`src/rtl/tl_pkg.sv`:
```
// tl_pkg: TileLink channel types plus the has-data and beat-count helpers used by the arbiters.
package tl_pkg;

    typedef enum logic [2:0] {TL_CHAN_A, TL_CHAN_B, TL_CHAN_C, TL_CHAN_D, TL_CHAN_E} tl_chan_e;

    typedef enum logic {TL_ARB_RR, TL_ARB_FIXED} tl_arb_policy_e;

    typedef struct packed {
        logic [2:0]  opcode;
        logic [3:0]  size;
        logic [3:0]  source;
        logic [15:0] data;
    } tl_c_t;

    // A carries data on PutFull/PutPartial; C and D flag data-bearing opcodes with bit 0.
    function automatic logic tl_has_data(input tl_chan_e chan, input logic [2:0] opcode);
        return chan == TL_CHAN_A ? (opcode == 3'd0 || opcode == 3'd1)
                                 : ((chan == TL_CHAN_C || chan == TL_CHAN_D) && opcode[0]);
    endfunction

    function automatic int tl_num_beats(input logic has_data, input int size, input int beat_bytes_log2);
        return (has_data && size > beat_bytes_log2) ? 1 << (size - beat_bytes_log2) : 1;
    endfunction

endpackage

```
`src/rtl/tl_rr_select.sv`:
```
// tl_rr_select: one-hot grant to the first requester at or after ptr, wrapping; ptr tied to 0 gives fixed priority.
module tl_rr_select #(
    parameter int N  = 2,
    parameter int PW = N > 1 ? $clog2(N) : 1
) (
    input  logic [N-1:0]  req,
    input  logic [PW-1:0] ptr,
    output logic [N-1:0]  gnt
);

    logic [N-1:0] rot, pick;

    // Rotate so ptr sits at bit 0, take the lowest set bit, rotate back.
    always_comb begin
        rot  = N'({req, req} >> ptr);
        pick = rot & (~rot + N'(1));
        gnt  = N'(({pick, pick} << ptr) >> N);
    end

endmodule

```
`src/rtl/tl_burst_arbiter.sv`:
```
// tl_burst_arbiter: N-to-1 TileLink channel arbiter that locks the output to one master for a whole multi-beat message.
module tl_burst_arbiter
    import tl_pkg::*;
#(
    parameter int             N_MASTER        = 2,
    parameter type            DATA_T          = tl_c_t,
    parameter tl_chan_e       CHANNEL         = TL_CHAN_C,
    parameter int             BEAT_BYTES_LOG2 = 3,
    parameter int             MAX_SIZE        = 6,
    parameter tl_arb_policy_e POLICY          = TL_ARB_RR,
    parameter bit             OUT_REG         = 1'b0
) (
    input  logic                 clk_i,
    input  logic                 rst_i,
    input  DATA_T [N_MASTER-1:0] inp_bits_i,
    input  logic [N_MASTER-1:0]  inp_valid_i,
    output logic [N_MASTER-1:0]  inp_ready_o,
    output DATA_T                oup_bits_o,
    output logic                 oup_valid_o,
    input  logic                 oup_ready_i,
    output logic                 oup_last_o,
    output logic [N_MASTER-1:0]  grant_o,
    output logic                 busy_o
);

    localparam int PW        = N_MASTER > 1 ? $clog2(N_MASTER) : 1;
    localparam int MAX_BEATS = MAX_SIZE > BEAT_BYTES_LOG2 ? 1 << (MAX_SIZE - BEAT_BYTES_LOG2) : 1;
    localparam int CW        = $clog2(MAX_BEATS) + 1;

    typedef enum logic {IDLE, BURST} state_e;

    state_e              state;
    logic [N_MASTER-1:0] grant, eligible, sel;
    logic [PW-1:0]       rr_ptr, win_idx;
    logic [CW-1:0]       cnt;
    logic                gap, sel_valid, stage_ready, hs, in_last;
    DATA_T               sel_bits;
    int                  nb;

    // gap holds off arbitration for the cycle right after a burst ends.
    assign eligible = state == BURST ? grant & inp_valid_i : (gap ? '0 : inp_valid_i);

    tl_rr_select #(.N(N_MASTER)) u_sel (
        .req (eligible),
        .ptr (POLICY == TL_ARB_RR ? rr_ptr : '0),
        .gnt (sel)
    );

    always_comb begin
        sel_bits = '0;
        win_idx  = '0;
        for (int i = 0; i < N_MASTER; i++) begin
            if (sel[i]) begin
                sel_bits = inp_bits_i[i];
                win_idx  = PW'(i);
            end
        end
    end

    assign sel_valid   = |eligible;
    assign hs          = sel_valid && stage_ready;
    assign nb          = tl_num_beats(tl_has_data(CHANNEL, sel_bits.opcode), int'(sel_bits.size), BEAT_BYTES_LOG2);
    assign in_last     = state == BURST ? cnt == CW'(1) : nb == 1;
    assign inp_ready_o = sel & {N_MASTER{stage_ready}};
    assign grant_o     = grant;
    assign busy_o      = state == BURST;

    always_ff @(posedge clk_i) begin
        if (rst_i) begin
            state  <= IDLE;
            grant  <= '0;
            cnt    <= '0;
            rr_ptr <= '0;
            gap    <= 1'b0;
        end else begin
            gap <= 1'b0;
            if (hs && state == IDLE) begin
                if (POLICY == TL_ARB_RR) rr_ptr <= win_idx == PW'(N_MASTER - 1) ? '0 : win_idx + PW'(1);
                if (nb > 1) begin
                    state <= BURST;
                    grant <= sel;
                    cnt   <= CW'(nb - 1);
                end
            end else if (hs) begin
                cnt <= cnt - CW'(1);
                if (cnt == CW'(1)) begin
                    state <= IDLE;
                    grant <= '0;
                    gap   <= 1'b1;
                end
            end
        end
    end

    if (OUT_REG) begin : g_reg
        logic  full, q_last;
        DATA_T q_bits;
        assign stage_ready = !full || oup_ready_i;
        always_ff @(posedge clk_i) begin
            if (rst_i) begin
                full <= 1'b0;
            end else if (stage_ready) begin
                full   <= sel_valid;
                q_bits <= sel_bits;
                q_last <= in_last;
            end
        end
        assign oup_valid_o = full;
        assign oup_bits_o  = q_bits;
        assign oup_last_o  = full && q_last;
    end else begin : g_comb
        assign stage_ready = oup_ready_i;
        assign oup_valid_o = sel_valid;
        assign oup_bits_o  = sel_bits;
        assign oup_last_o  = sel_valid && in_last;
    end

endmodule

```
`config.mk`:
```
export PLATFORM = sky130hd
export DESIGN_NAME = tl_burst_arbiter
export DESIGN_NICKNAME = d
export VERILOG_FILES = /design/src/rtl/tl_pkg.sv /design/src/rtl/tl_rr_select.sv /design/src/rtl/tl_burst_arbiter.sv
export SDC_FILE = /design/constraint.sdc
export NUM_CORES = 1
export LEC_CHECK = 0
export BUFFER_PORTS_ARGS = -buffer_cell sky130_fd_sc_hd__buf_4
export CAP_MARGIN = 20
export CORE_MARGIN = 5
export CORE_UTILIZATION = 40
export CTS_CLUSTER_SIZE = 24
export DETAILED_ROUTE_END_ITERATION = 16
export GPL_ROUTABILITY_DRIVEN = 0
export PLACE_DENSITY = 0.8
export SLEW_MARGIN = 20
export SYNTH_ARGS = -nofsm -noshare
export SYNTH_HDL_FRONTEND = slang
export SYNTH_SLANG_ARGS = --single-unit
```
`constraint.sdc`:
```
create_clock -name clk_i -period 4.6 [get_ports clk_i]
set_clock_uncertainty 0.05 [all_clocks]
set_input_delay 0.23 -clock clk_i [delete_from_list [all_inputs] [get_ports clk_i]]
set_output_delay 0.23 -clock clk_i [all_outputs]
set_load 0.005 [all_outputs]
```
== Yosys cells after proc, flatten, opt, wreduce, memory -nomap -nowiden ==
Index checks and enable logic that the tools add are counted.
Storage, ports and cells
  output and inout port bits: 34
  register bits: 9
Cells by class
  order comparisons: 2
  reduce and logical (&&, ||, !) cells: 10
  eq/ne operators: 3
  bitwise operators: 6
  shift operators: 3
  add/subtract/negate cells: 5
  multiplexer cells: 20
Operators by type and width (count)
  two-way mux 27 bit: 2
  equality test 32 x 2 -> 1 bit, second input constant: 1
  greater-than comparator 32 x 2 -> 1 bit, second input constant: 1
  two-way mux 32 bit: 1
  left shift 1 x 32 -> 32 bit, first input constant: 1
  two-way mux 2 bit: 6
  two-way mux 4 bit: 3
  two-way mux 1 bit: 8
  bitwise AND 2 bit: 3
  subtractor 4 x 2 -> 5 bit, second input constant: 1
  equality test 4 x 1 -> 1 bit, second input constant: 1
  greater-than comparator 4 x 2 -> 1 bit, second input constant: 1
  logical AND 1 bit: 4
  nonzero test 2 bit: 2
  left shift 4 x 1 -> 4 bit: 1
  >> shifter 4 x 1 -> 2 bit: 1
  subtractor 4 x 1 -> 4 bit, second input constant: 1
  subtractor 4 x 2 -> 4 bit, second input constant: 1
  AND reduction 3 bit: 1
  OR reduction 3 bit: 1
  adder 2 x 1 -> 2 bit, second input constant: 1
  inequality test 2 x 1 -> 1 bit, second input constant: 1
  NOT 1 bit: 2
  NOT 2 bit: 1
  other kinds (3): 3

== Depth between registers and ports, before layout ==
Gate-level depths: netlist (run 1).
  word-level depth: 15
  mapped depth: 19
  depth with buffers taken out: 16

== Cells and area by module ==
From an unflattened synthesis (run 1), not the netlist that was laid out.
Second synthesis, totals
  cells, all modules: 145
  area, all modules: 1086.0 um2
By module, submodules not included
  tl_burst_arbiter: cells each 142, area each 1067.3 um2, seq. area each 180.2 um2, times used 1
  tl_rr_select: cells each 3, area each 18.8 um2, seq. area each 0.0 um2, times used 1

== Worst setup path after synthesis (run 1) ==
No wires, ideal clock.
  path type: flip-flop to flip-flop
  from: reg state (netlist: busy_o)
  to: reg cnt[2]
  library setup time: 130 ps
  path slack: 1271 ps
  stages on the path, launching flop included: 19
  arrival: 3149 ps
  path buffers: 3
  cell sequence: dfxtp_1 buf_6 nand2b_4 and3_4 buf_6 and2_4 buf_6 a21o_1 ha_1 inv_1 or3_4 o21ai_1 a31oi_4 ha_1 nor2_1 o21a_1 a31oi_2 o21ai_1 a21oi_1
RTL lines
  from (decl): line tl_burst_arbiter.sv:32  | state_e state;
  from (signal assigned): line tl_burst_arbiter.sv:70  | state <= IDLE;
  from (signal assigned): line tl_burst_arbiter.sv:80  | state <= BURST;
  from (signal assigned): line tl_burst_arbiter.sv:87  | state <= IDLE;
  to (signal assigned): line tl_burst_arbiter.sv:82  | cnt <= CW'(nb - 1);
  to (signal assigned): line tl_burst_arbiter.sv:85  | cnt <= cnt - CW'(1);
  to (decl): line tl_burst_arbiter.sv:35  | logic [CW-1:0] cnt;

== Worst setup path in the final report (run 1) ==
  from: reg state (netlist: busy_o)
  to: out oup_last_o
On the way
  longest elaborated chain between the ends: 14
  elaborated cells between the ends (all ways): 17
  classes of those cells: 2 x add/sub; 1 x order compare; 1 x eq/ne; 3 x shift; 5 x mux; 2 x bitwise; 3 x reduce/logical
RTL lines
  two-way mux 2 bit: line tl_burst_arbiter.sv:41  | assign eligible = state == BURST ? grant & inp_valid_i : (gap ? '0 : inp_valid_i);
  >> shifter 4 x 1 -> 2 bit: line tl_rr_select.sv:15  | rot = N'({req, req} >> ptr);
  NOT 2 bit: line tl_rr_select.sv:16  | pick = rot & (~rot + N'(1));
  adder 2 x 1 -> 2 bit: line tl_rr_select.sv:16
  bitwise AND 2 bit: line tl_rr_select.sv:16
  left shift 4 x 1 -> 4 bit: line tl_rr_select.sv:17  | gnt = N'(({pick, pick} << ptr) >> N);
  two-way mux 27 bit (2 in series): line tl_burst_arbiter.sv:53  | if (sel[i]) begin
  subtractor 4 x 2 -> 5 bit / greater-than comparator 4 x 2 -> 1 bit (equally long branches): line tl_pkg.sv:22  | return (has_data && size > beat_bytes_log2) ? 1 << (size - beat_bytes_log2) : 1;
  left shift 1 x 32 -> 32 bit / logical AND 1 bit (equally long branches): line tl_pkg.sv:22
  two-way mux 32 bit: line tl_pkg.sv:22
  equality test 32 x 2 -> 1 bit: line tl_burst_arbiter.sv:63  | assign in_last = state == BURST ? cnt == CW'(1) : nb == 1;
  two-way mux 1 bit: line tl_burst_arbiter.sv:63
  logical AND 1 bit *: line tl_burst_arbiter.sv:115  | assign oup_last_o = sel_valid && in_last;
  to (decl): line tl_burst_arbiter.sv:21  | output logic oup_last_o,
Mark *: on every way between the ends. The rest lies on a longest branch, timed or not.

==> results of run 1 <==
layout make-up:
type | count | area [um^2]
Multi-Input combinational cell | 122 | 913
Fill cell | 262 | 911
Timing Repair Buffer | 93 | 698
Sequential cell | 9 | 180
Tap cell | 31 | 38.8
Inverter | 10 | 37.5
Clock buffer | 4 | 26.3
flip-flops by register name, indices dropped and copies added (netlist names):
name	flops
gap	1
busy_o	1
grant_o	2
cnt	4
rr_ptr	1
cells by family after synthesis:
family	synth area share [%]
adder cells (fa/ha/maj)	5.21
buffers and inverters	8.86
AND/OR/NAND/NOR	28.2
flip-flops	15.0
AO/OA/AOI/OAI	41.9
multiplexers	0.834
through the flow:
step / setup slack (ps) / power [mW] / area (um^2) / hold slack, ps
after floorplan: 1270 / 0.296 / 1200 / 395
after global placement: 988 / 0.423 / 1870 / 418
after detailed placement: 859 / 0.427 / 1870 / 414
after CTS: 761 / 0.491 / 1890 / 138
after global routing: 503 / 0.526 / 1890 / 152
final: 754 / 0.487 / 1890 / 145
critical path: stages (launching register included):
cell,delay [ps]
dfxtp_1,520
nand2b_4,220
and3_4,220
and2_4,330
a21o_1,250
ha_1,300
inv_1,90
or3_4,410
o21ai_1,220
a31oi_4,120
inv_1,70
ha_1,160
nand3_1,80
a21boi_1,170
buf_4,130
worst paths after layout:
check	start	to	slack, ps	cells past startpoint
max reg2reg	busy_o$_SDFFE_PP0P_	cnt[2]$_SDFFE_PP0P_	820	15
min reg2reg	cnt[1]$_SDFFE_PP0P_	cnt[1]$_SDFFE_PP0P_	440	2
max	busy_o$_SDFFE_PP0P_	oup_last_o	750	14
min	rst_i	grant_o[1]$_SDFFE_PP0P_	150	2
synth_stat cells (2+ instances only):
| library cell | number | area share (%) |
|---|---|---|
| a211oi_1 | 2 | 1.3 |
| a21o_1 | 4 | 2.5 |
| a21oi_1 | 6 | 2.5 |
| a21oi_2 | 2 | 1.5 |
| a22o_1 | 23 | 17 |
| and2_1 | 3 | 1.6 |
| and3_1 | 5 | 2.6 |
| and3_4 | 4 | 3.8 |
| buf_6 | 4 | 3.8 |
| clkbuf_1 | 4 | 1.3 |
| dfxtp_1 | 9 | 15 |
| ha_1 | 5 | 5.2 |
| inv_1 | 9 | 2.8 |
| nand2_1 | 8 | 2.5 |
| nand2b_1 | 2 | 1.0 |
| nand3_1 | 9 | 3.8 |
| nand4_1 | 2 | 1.0 |
| nor2_1 | 10 | 3.1 |
| nor2_2 | 2 | 1.0 |
| nor3_1 | 4 | 1.7 |
| nor3b_1 | 2 | 1.3 |
| o211ai_1 | 3 | 1.9 |
| o21ai_0 | 2 | 0.83 |
| o21ai_1 | 5 | 2.1 |
per-layer routing:
metal	up-vias	part of all wire, %
li1	752	-
met1	720	42
met2	71	48
met3	2	9.7
met4	0	0.31
met5	-	0
cells in the final DEF (no fill, tap or decap), types with 4 or more instances in the layout:
| master | instances |
|---|---|
| and3_4 | 4 |
| buf_4 | 93 |
| nor2_1 | 10 |
| a22o_1 | 23 |
| nand2_1 | 8 |
| o21ai_1 | 5 |
| nor3_1 | 4 |
| dfxtp_1 | 9 |
| inv_1 | 9 |
| a21oi_1 | 6 |
| and3_1 | 5 |
| ha_1 | 5 |
| nand3_1 | 9 |
| a21o_1 | 4 |
power breakdown:
group	switching [mW]	total [mW]	leakage [nW]	internal, mW
registers	0.0110	0.0980	0.0732	0.0870
clock network	0.0292	0.0627	0.0150	0.0335
logic	0.156	0.327	0.843	0.170
==> impl_metrics.csv, run 1 <==
group,metric,value,unit
synth,syn_area,1200,um^2
route,first_pass_iters,4,
route,routedWlPerCell,16.6,um
placed_design,placed_cells,265,
sta,setup_tns,0,ps
final_layout,area_growth,57.9,%
final_layout,antenna_cells,0,
run,maxCapViolations,0,
hold_path,hp-class,"primary input to flip-flop",
global_route,grt_pass1_vias,1401,
synth,synth_fp_nets,215,
cts,h-tree-depth,1,
route,postRouteAntennaNets,0,
synth,yosys_warnings,0,
cts,cts_buffers,3,
die,dieArea,4200,um^2
die,ios,93,
sta,max_freq,0.260,GHz
critical_path,path_class,"flip-flop to output port",
critical_path,required,4320,ps
synth,synth_flop_cell,"dfxtp_1",
route,vias,1545,
route,first_iter_violations,98,
global_route,grt-busiest-layer,"met2",
synth,synthDistinctLibCells,46,
route,routed_wl,4460,um
critical_path,cp-start-kind,"flip-flop",
synth,ys_ff_latch,9,
sta,slew_violations,0,
cts,insertion_delay,260,ps
cts,cts_tree,"done",
synth,postSynth.asyncResetShare,0,%
global_route,use_met2,35.2,%
die,die_h,64.8,um
final_layout,postLayoutCoreUtil,67.5,%
status,status,"finished, final reports clean",
critical_path,worstPathArrival,3570,ps
placed_design,dp_hpwl,3700,um
global_route,grt_util_all_layers,20.3,%
cts,cts_sinks,9,
synth,avgSynthCellArea,7.95,um^2
power,cellLeakagePower,0.931,nW
sta,hold_viol,0,
global_route,antenna_found_initial,0,
placed_design,numPortBuffers,92,
synth,ys_seq_area_share,15.0,%
sta,relSlewSlack,67.3,%
critical_path,crit_fanout,26,
power,vdd_drop_max,0.227,mV
cts,cts_resized,0,
route,drc_errors,0,
cts,cts_buffer_depth,2,
global_route,grt_overflow,0,
cts,postCtsSetupRepairBufs,0,
die,fp.dieW,64.8,um
global_route,grt_use_met3,5.70,%
sta,rsz0062_at_grt,"false",
sta,worst_pin_slew,486,ps
die,rows,19,
die,core-area,2810,um^2
final_layout,fin_nets,303,
synth,synthCells,151,
sta,post-route-min-period,3850,ps
global_route,grt_pass1_wl,6820,um
cts,cts_root_buf,"clkbuf_4",
sta,setup_viol,0,
die,initial_core_util,42.8,%
final_layout,drive_gt1_share,47.5,%
global_route,grt_util_met1,26.2,%
cts,cts_hold_buf,0,
sta,fin_crit_sh,83.6,%
route,via_per_inst,5.74,
critical_path,crit_path_end_kind,"output port",
final_layout,fin_cells,269,
power,power.density,257,nW/um^2
synth,synth-edff-count,0,
cts,clk_pin_slew,70,ps
global_route,grt_max_degree,27,
(Power assumes the default switching activity.)
==> run 2: changes to the inputs <==
--- a/config.mk
+++ b/config.mk
@@ -5,14 +5,15 @@
 export SDC_FILE = /design/constraint.sdc
 export NUM_CORES = 1
 export LEC_CHECK = 0
+export ABC_AREA = 1
 export BUFFER_PORTS_ARGS = -buffer_cell sky130_fd_sc_hd__buf_4
 export CAP_MARGIN = 20
 export CORE_MARGIN = 5
-export CORE_UTILIZATION = 40
+export CORE_UTILIZATION = 37
 export CTS_CLUSTER_SIZE = 24
 export DETAILED_ROUTE_END_ITERATION = 16
 export GPL_ROUTABILITY_DRIVEN = 0
-export PLACE_DENSITY = 0.8
+export PLACE_DENSITY = 0.76
 export SLEW_MARGIN = 20
 export SYNTH_ARGS = -nofsm -noshare
 export SYNTH_HDL_FRONTEND = slang
==> constraint.sdc (replaced) <==
create_clock -name clk_i -period 3.4 [get_ports clk_i]
set_clock_uncertainty 0.05 [all_clocks]
set_input_delay 0.17 -clock clk_i [delete_from_list [all_inputs] [get_ports clk_i]]
set_output_delay 0.17 -clock clk_i [all_outputs]
set_load 0.005 [all_outputs]
==> run 2 against run 1 <==
Against the previous run: global-route usage shrank 4.1 points; sequential share of layout area shrank 0.52 points; synthesized area grew 4.7%; routed wire length shrank 2.7%; sequential power grew 42%; worst hold slack lost 77 ps; core utilization shrank 7.0 points; combinational power grew 57%; register-to-register slack lost 270 ps.
==> impl_metrics.csv, run 2 <==
group,metric,value,unit
hold_path,hp-start,"rst_i",
final_layout,area_growth,59.6,%
power,cellLeakagePower,1.03,nW
sta,post-route-min-period,3020,ps
die,dieArea,4660,um^2
sta,rsz0062_at_grt,"false",
critical_path,startpoint,"busy_o$_SDFFE_PP0P_",
cts,cts_tree,"done",
hold_path,hp-class,"primary input to flip-flop",
route,drc_errors,0,
cts,cts_sinks,9,
global_route,grt_pass1_wl,5800,um
global_route,grt_max_degree,25,
critical_path,worstPathArrival,2800,ps
route,first_pass_iters,4,
placed_design,dp_hpwl,3670,um
critical_path,required,3180,ps
route,dr_wl_met3,222,um
synth,ys_ff_latch,9,
sta,slew_violations,0,
synth,synth_area_leaders,"a22o_1 (15%), dfxtp_1 (14%), nand2_1 (9.0%)",
final_layout,final_area,2000,um^2
synth,yosys_warnings,0,
cts,cts_resized,0,
cts,clk_pin_slew,60,ps
sta,setup_tns,0,ps
power,vdd_drop_max,0.253,mV
die,initial_core_util,37.9,%
synth,synthDistinctLibCells,29,
cts,cts_root_buf,"clkbuf_4",
critical_path,crit_slowest_cell,"dfxtp_1",
cts,h-tree-depth,1,
cts,cts_buffer_depth,2,
route,met2_length,2230,um
die,rows,21,
critical_path,slowest_delay,580,ps
synth,synth_fp_nets,238,
route,routed_wl,4340,um
critical_path,crit_chain,"inv_4 -> nand2_2 -> nand3_2 -> nand3_1 -> nand2_1 -> ha_1 -> inv_1 -> nand3_2 -> nand3_1 -> nor2_1 -> a21boi_2 -> inv_1 -> ha_1 -> nand2_1 -> inv_2 -> nand2_4 -> a21oi_1 -> buf_4",
critical_path,crit_fanout,10,
final_layout,drive_gt1_share,50.9,%
final_layout,postLayoutCoreUtil,60.5,%
final_layout,layout_common_cells,"buf_4 (92), nand2_1 (30), a22o_1 (22)",
cts,cts_buffers,3,
final_layout,regMostFlops,"cnt",
cts,postCtsSetupRepairBufs,0,
route,first_iter_violations,88,
synth,synth.largest_area_cell,"a22o_1",
critical_path,rr_startpoint,"busy_o$_SDFFE_PP0P_",
power,power.density,366,nW/um^2
global_route,antenna_found_initial,0,
route,via_per_inst,4.72,
critical_path,crit_end,"oup_last_o",
final_layout,multiInputGateArea,961,um^2
critical_path,r2r_end,"cnt[3]$_SDFFE_PP0P_",
final_layout,fin_nets,330,
synth,postSynth.asyncResetShare,0,%
route,postRouteAntennaNets,0,
synth,synth-edff-count,0,
route,routedWlPerCell,14.0,um
global_route,grt_overflow,0,
critical_path,ff2ff_setup_slack,550,ps
final_layout,regArea,180,um^2
die,fp.dieW,68.3,um
sta,setup_viol,0,
synth,yosysMostFrequentCell,"nand2_1",
final_layout,layout_commonest_cell,"buf_4",
run,maxCapViolations,0,
synth,avgSynthCellArea,7.22,um^2
cts,cts_hold_buf,0,
sta,max_freq,0.331,GHz
final_layout,largest_register_ffs,4,
sta,hold_viol,0,
global_route,grt_pass1_vias,1221,
sta,fin_crit_sh,88.9,%
synth,synth_flop_cell,"dfxtp_1",
synth,ys_seq_area_share,14.3,%
route,vias,1467,
sta,worst_pin_slew,712,ps
global_route,grt_util_all_layers,16.2,%
critical_path,path_class,"flip-flop to output port",
die,ios,93,
route,wl_met1,1850,um
synth,synthCells,174,
sta,relSlewSlack,52.5,%
critical_path,crit_path_end_kind,"output port",
critical_path,cp-start-kind,"flip-flop",
status,status,"finished, final reports clean",
synth,synthDominantCellAreaShare,15.3,%
cts,insertion_delay,260,ps
synth,syn_area,1260,um^2
synth,ys_top_cells_by_count,"nand2_1 (30), a22o_1 (22), inv_1 (16), nand3_1 (13), nor2_1 (11)",
critical_path,reg2regPathDepth,21,
final_layout,antenna_cells,0,
final_layout,n_fill_cell,330,
die,die_h,68.3,um
placed_design,numPortBuffers,92,
placed_design,place_area,1980,um^2
die,core-area,3310,um^2
route,routed.top_layer,"met4",
## run 2: cell types whose count changed in the layout (fill, tap and decap cells not counted), moves of 5 or more
| cell | delta |
|---|---|
| nand2_1 | +22 |
| nand3_2 | +10 |
| nand2_2 | +8 |
| inv_1 | +7 |
| nand2_4 | +7 |
| and3_1 | -5 |
| o21ai_1 | -5 |
## run 2: area by class of cell
class	instances	share of cell area, %
clock buffer	4	1.31
inverter	23	4.43
multi-input combinational	137	47.9
sequential	9	8.99
tap	46	2.87
timing repair buffer	92	34.5
## run 2: metrics by stage
step                hold WS (ps)  worst slack [ps]  instances  power (mW)
CTS                         56.1               369        311       0.742
floorplan                    189               926        174       0.453
detailed placement           338               569        307       0.656
global placement             338               707        307       0.653
global route                61.8              83.7        311       0.799
finish                      68.7               378        311       0.734
## run 2: worst min-delay path by stage
stage          cells past startpoint             endpoint  slack [ps]
4_1_cts                            2  cnt[2]$_SDFFE_PP0P_          60
2_1_floorplan                      1  busy_o$_SDFFE_PP0P_         190
3_3_place_gp                       2  cnt[2]$_SDFFE_PP0P_         340
3_5_place_dp                       2  busy_o$_SDFFE_PP0P_         340
5_1_grt                            2  cnt[0]$_SDFFE_PP0P_          60
6_report                           2  cnt[2]$_SDFFE_PP0P_          70
## run 2: cells by family (layout without fill, tap and decap cells)
group / after synthesis / in the layout / synth area share, %
and+or+nand+nor: 91 / 91 / 45.4
xor gates and xnor gates: 3 / 3 / 2.09
adders and majority gates: 5 / 5 / 4.98
buffers and inverters: 28 / 119 / 9.16
AOI/OAI and AO/OA: 38 / 38 / 24.0
DFF: 9 / 9 / 14.3
## run 2: layer usage
layer | GRT usage, % | vias up
met5 | 0 | -
met4 | 5.21 | 0
met3 | 2.46 | 4
met2 | 25.3 | 39
met1 | 22.6 | 645
li1 | - | 779
## run 2: power by group
group	switching, mW	total [mW]	internal, mW
clock	0.0365	0.0817	0.0452
sequential	0.0197	0.139	0.120
combinational	0.264	0.513	0.249
## run 2: worst max-delay path, delay by kind of cell, from the launching register on
| kind | cells | cell delay (ps) |
|---|---|---|
| compound gates | 2 | 240 |
| flops | 1 | 580 |
| fa+ha+maj | 2 | 410 |
| buf+inv | 5 | 450 |
| simple gates | 9 | 850 |
==> run 3: changes to the inputs <==
--- a/config.mk
+++ b/config.mk
@@ -9,12 +9,13 @@
 export BUFFER_PORTS_ARGS = -buffer_cell sky130_fd_sc_hd__buf_4
 export CAP_MARGIN = 20
 export CORE_MARGIN = 5
-export CORE_UTILIZATION = 37
+export CORE_UTILIZATION = 44
 export CTS_CLUSTER_SIZE = 24
 export DETAILED_ROUTE_END_ITERATION = 16
 export GPL_ROUTABILITY_DRIVEN = 0
-export PLACE_DENSITY = 0.76
+export PLACE_DENSITY = 0.85
 export SLEW_MARGIN = 20
 export SYNTH_ARGS = -nofsm -noshare
 export SYNTH_HDL_FRONTEND = slang
 export SYNTH_SLANG_ARGS = --single-unit
+export TNS_END_PERCENT = 5
==> constraint.sdc (replaced) <==
create_clock -name clk_i -period 3.8 [get_ports clk_i]
set_clock_uncertainty 0.05 [all_clocks]
set_input_delay 0.19 -clock clk_i [delete_from_list [all_inputs] [get_ports clk_i]]
set_output_delay 0.19 -clock clk_i [all_outputs]
set_load 0.005 [all_outputs]
==> run 3 against run 2 <==
Against the previous run: worst hold slack improved by 33 ps; critical path type unchanged; count of clock-buffer cells in the layout unchanged; global-route usage increased by 3.9 points; die area decreased by 14%.
==> impl_metrics.csv, run 3 (same netlist as run 2, synthesis figures left out) <==
group,metric,value,unit
power,cellLeakagePower,1.03,nW
die,die_h,63.4,um
critical_path,path_class,"flip-flop to output port",
sta,slew_violations,0,
sta,hold_viol,0,
cts,h-tree-depth,1,
final_layout,postLayoutCoreUtil,72.0,%
final_layout,antenna_cells,0,
route,first_pass_iters,6,
die,rows,19,
die,ios,93,
cts,cts_tree,"done",
final_layout,area_growth,58.1,%
power,p_sw,0.283,mW
global_route,grt_pass1_vias,1462,
route,routedWlPerCell,14.6,um
sta,setup_tns,0,ps
global_route,grt_use_met3,2.84,%
sta,worst_slack,802,ps
route,vias,1513,
critical_path,crit_fanout,10,
critical_path,required,3560,ps
die,core-area,2760,um^2
cts,insertion_delay,250,ps
power,clkPwrFrac,10.4,%
hold_path,hp-class,"primary input to flip-flop",
cts,cts_root_buf,"clkbuf_4",
sta,relSlewSlack,49.5,%
global_route,grt_util_met1,25.3,%
hold_path,holdPathStages,2,
sta,post-route-min-period,3000,ps
route,drc_errors,0,
final_layout,n_fill_cell,260,
critical_path,ff2ff_setup_slack,970,ps
critical_path,startpoint,"busy_o$_SDFFE_PP0P_",
global_route,grt-busiest-layer,"met2",
cts,cts_sinks,9,
sta,max_freq,0.334,GHz
power,seq_power_share,19.2,%
global_route,antenna_found_initial,0,
global_route,grt_util_all_layers,20.1,%
status,status,"finished, final reports clean",
final_layout,final_area,1990,um^2
final_layout,layout_commonest_cell,"buf_4",
critical_path,r2r_end,"cnt[1]$_SDFFE_PP0P_",
global_route,grt_overflow,0,
cts,cts_hold_buf,0,
cts,postCtsSetupRepairBufs,0,
power,power.density,329,nW/um^2
critical_path,cp-start-kind,"flip-flop",
critical_path,reg2regPathDepth,21,
critical_path,crit_path_end_kind,"output port",
power,finalPower,0.653,mW
route,routed_wl,4340,um
power,internal-power,0.370,mW
placed_design,place_area,1960,um^2
route,first_iter_violations,67,
sta,worst_pin_slew,756,ps
power,combPwrFrac,70.5,%
final_layout,fin_nets,330,
final_layout,regMostFlops,"cnt",
power,vdd_drop_max,0.257,mV
route,postRouteAntennaNets,0,
critical_path,worstPathArrival,2760,ps
route,via_per_inst,5.11,
sta,fin_hold_ws,101,ps
die,dieArea,4020,um^2
cts,cts_buffers,3,
cts,clk_pin_slew,60,ps
final_layout,layout_common_cells,"buf_4 (92), nand2_1 (30), a22o_1 (22)",
final_layout,drive_gt1_share,50.9,%
critical_path,crit_end,"oup_last_o",
placed_design,post-place-ws,1000,ps
power,swShare,43.4,%
cts,cts_resized,0,
critical_path,rr_startpoint,"busy_o$_SDFFE_PP0P_",
final_layout,fin_cells,296,
sta,fin_crit_sh,78.9,%
die,initial_core_util,45.6,%
placed_design,numPortBuffers,92,
sta,rsz0062_at_grt,"false",
placed_design,placed_cells,292,
sta,setup_viol,0,
die,fp.dieW,63.4,um
global_route,grt_max_degree,25,
final_layout,largest_register_ffs,4,
global_route,use_met2,36.2,%
placed_design,dp_hpwl,3700,um
global_route,grt_pass1_wl,6790,um
run,maxCapViolations,0,
cts,cts_buffer_depth,2,
## run 3: cell counts in the layout (fill, tap and decap cells not counted)
No cell type changed its count.
## run 3: power by group through the flow
stage / Sequential, mW / Combinational (mW) / Clock [mW]
after floorplan: 0.119 / 0.287 / 0
after global placement: 0.125 / 0.457 / 0
after detailed placement: 0.126 / 0.462 / 0
after CTS: 0.124 / 0.464 / 0.0711
after global routing: 0.126 / 0.507 / 0.0768
final: 0.125 / 0.460 / 0.0676
## run 3: per-layer routing
layer / part of all wire (%) / wire length [um]
met1: 42 / 1810
met2: 54 / 2320
met3: 4.2 / 181
met4: 0.53 / 23
met5: 0 / 0
## run 3: layout make-up
| cell class | instances | area [um^2] | area share (%) |
|---|---|---|---|
| multi-input combinational | 137 | 961 | 48.4 |
| clock buffer | 4 | 26.3 | 1.32 |
| timing repair buffer | 92 | 691 | 34.8 |
| tap | 31 | 38.8 | 1.95 |
| inverter | 23 | 88.8 | 4.47 |
| sequential | 9 | 180 | 9.07 |
## run 3: critical path, stage by stage, from the launching register on
cell and delay, ps:
dfxtp_1 610, inv_4 100, nand2_2 90, nand3_2 130, nand3_1 110, nand2_1 90
ha_1 230, inv_1 100, nand3_2 90, nand3_1 110, nor2_1 60, a21boi_2 170
inv_1 60, ha_1 170, nand2_1 70, inv_2 40, nand2_4 70, a21oi_1 70
buf_4 130
## run 3: worst min-delay path by stage
stage / from / end / slack (ps)
after floorplan: rst_i / busy_o$_SDFFE_PP0P_ / 210
after global placement: rst_i / cnt[2]$_SDFFE_PP0P_ / 350
after detailed placement: rst_i / grant_o[1]$_SDFFE_PP0P_ / 360
after CTS: rst_i / busy_o$_SDFFE_PP0P_ / 90
after global routing: rst_i / grant_o[1]$_SDFFE_PP0P_ / 100
final: rst_i / busy_o$_SDFFE_PP0P_ / 100
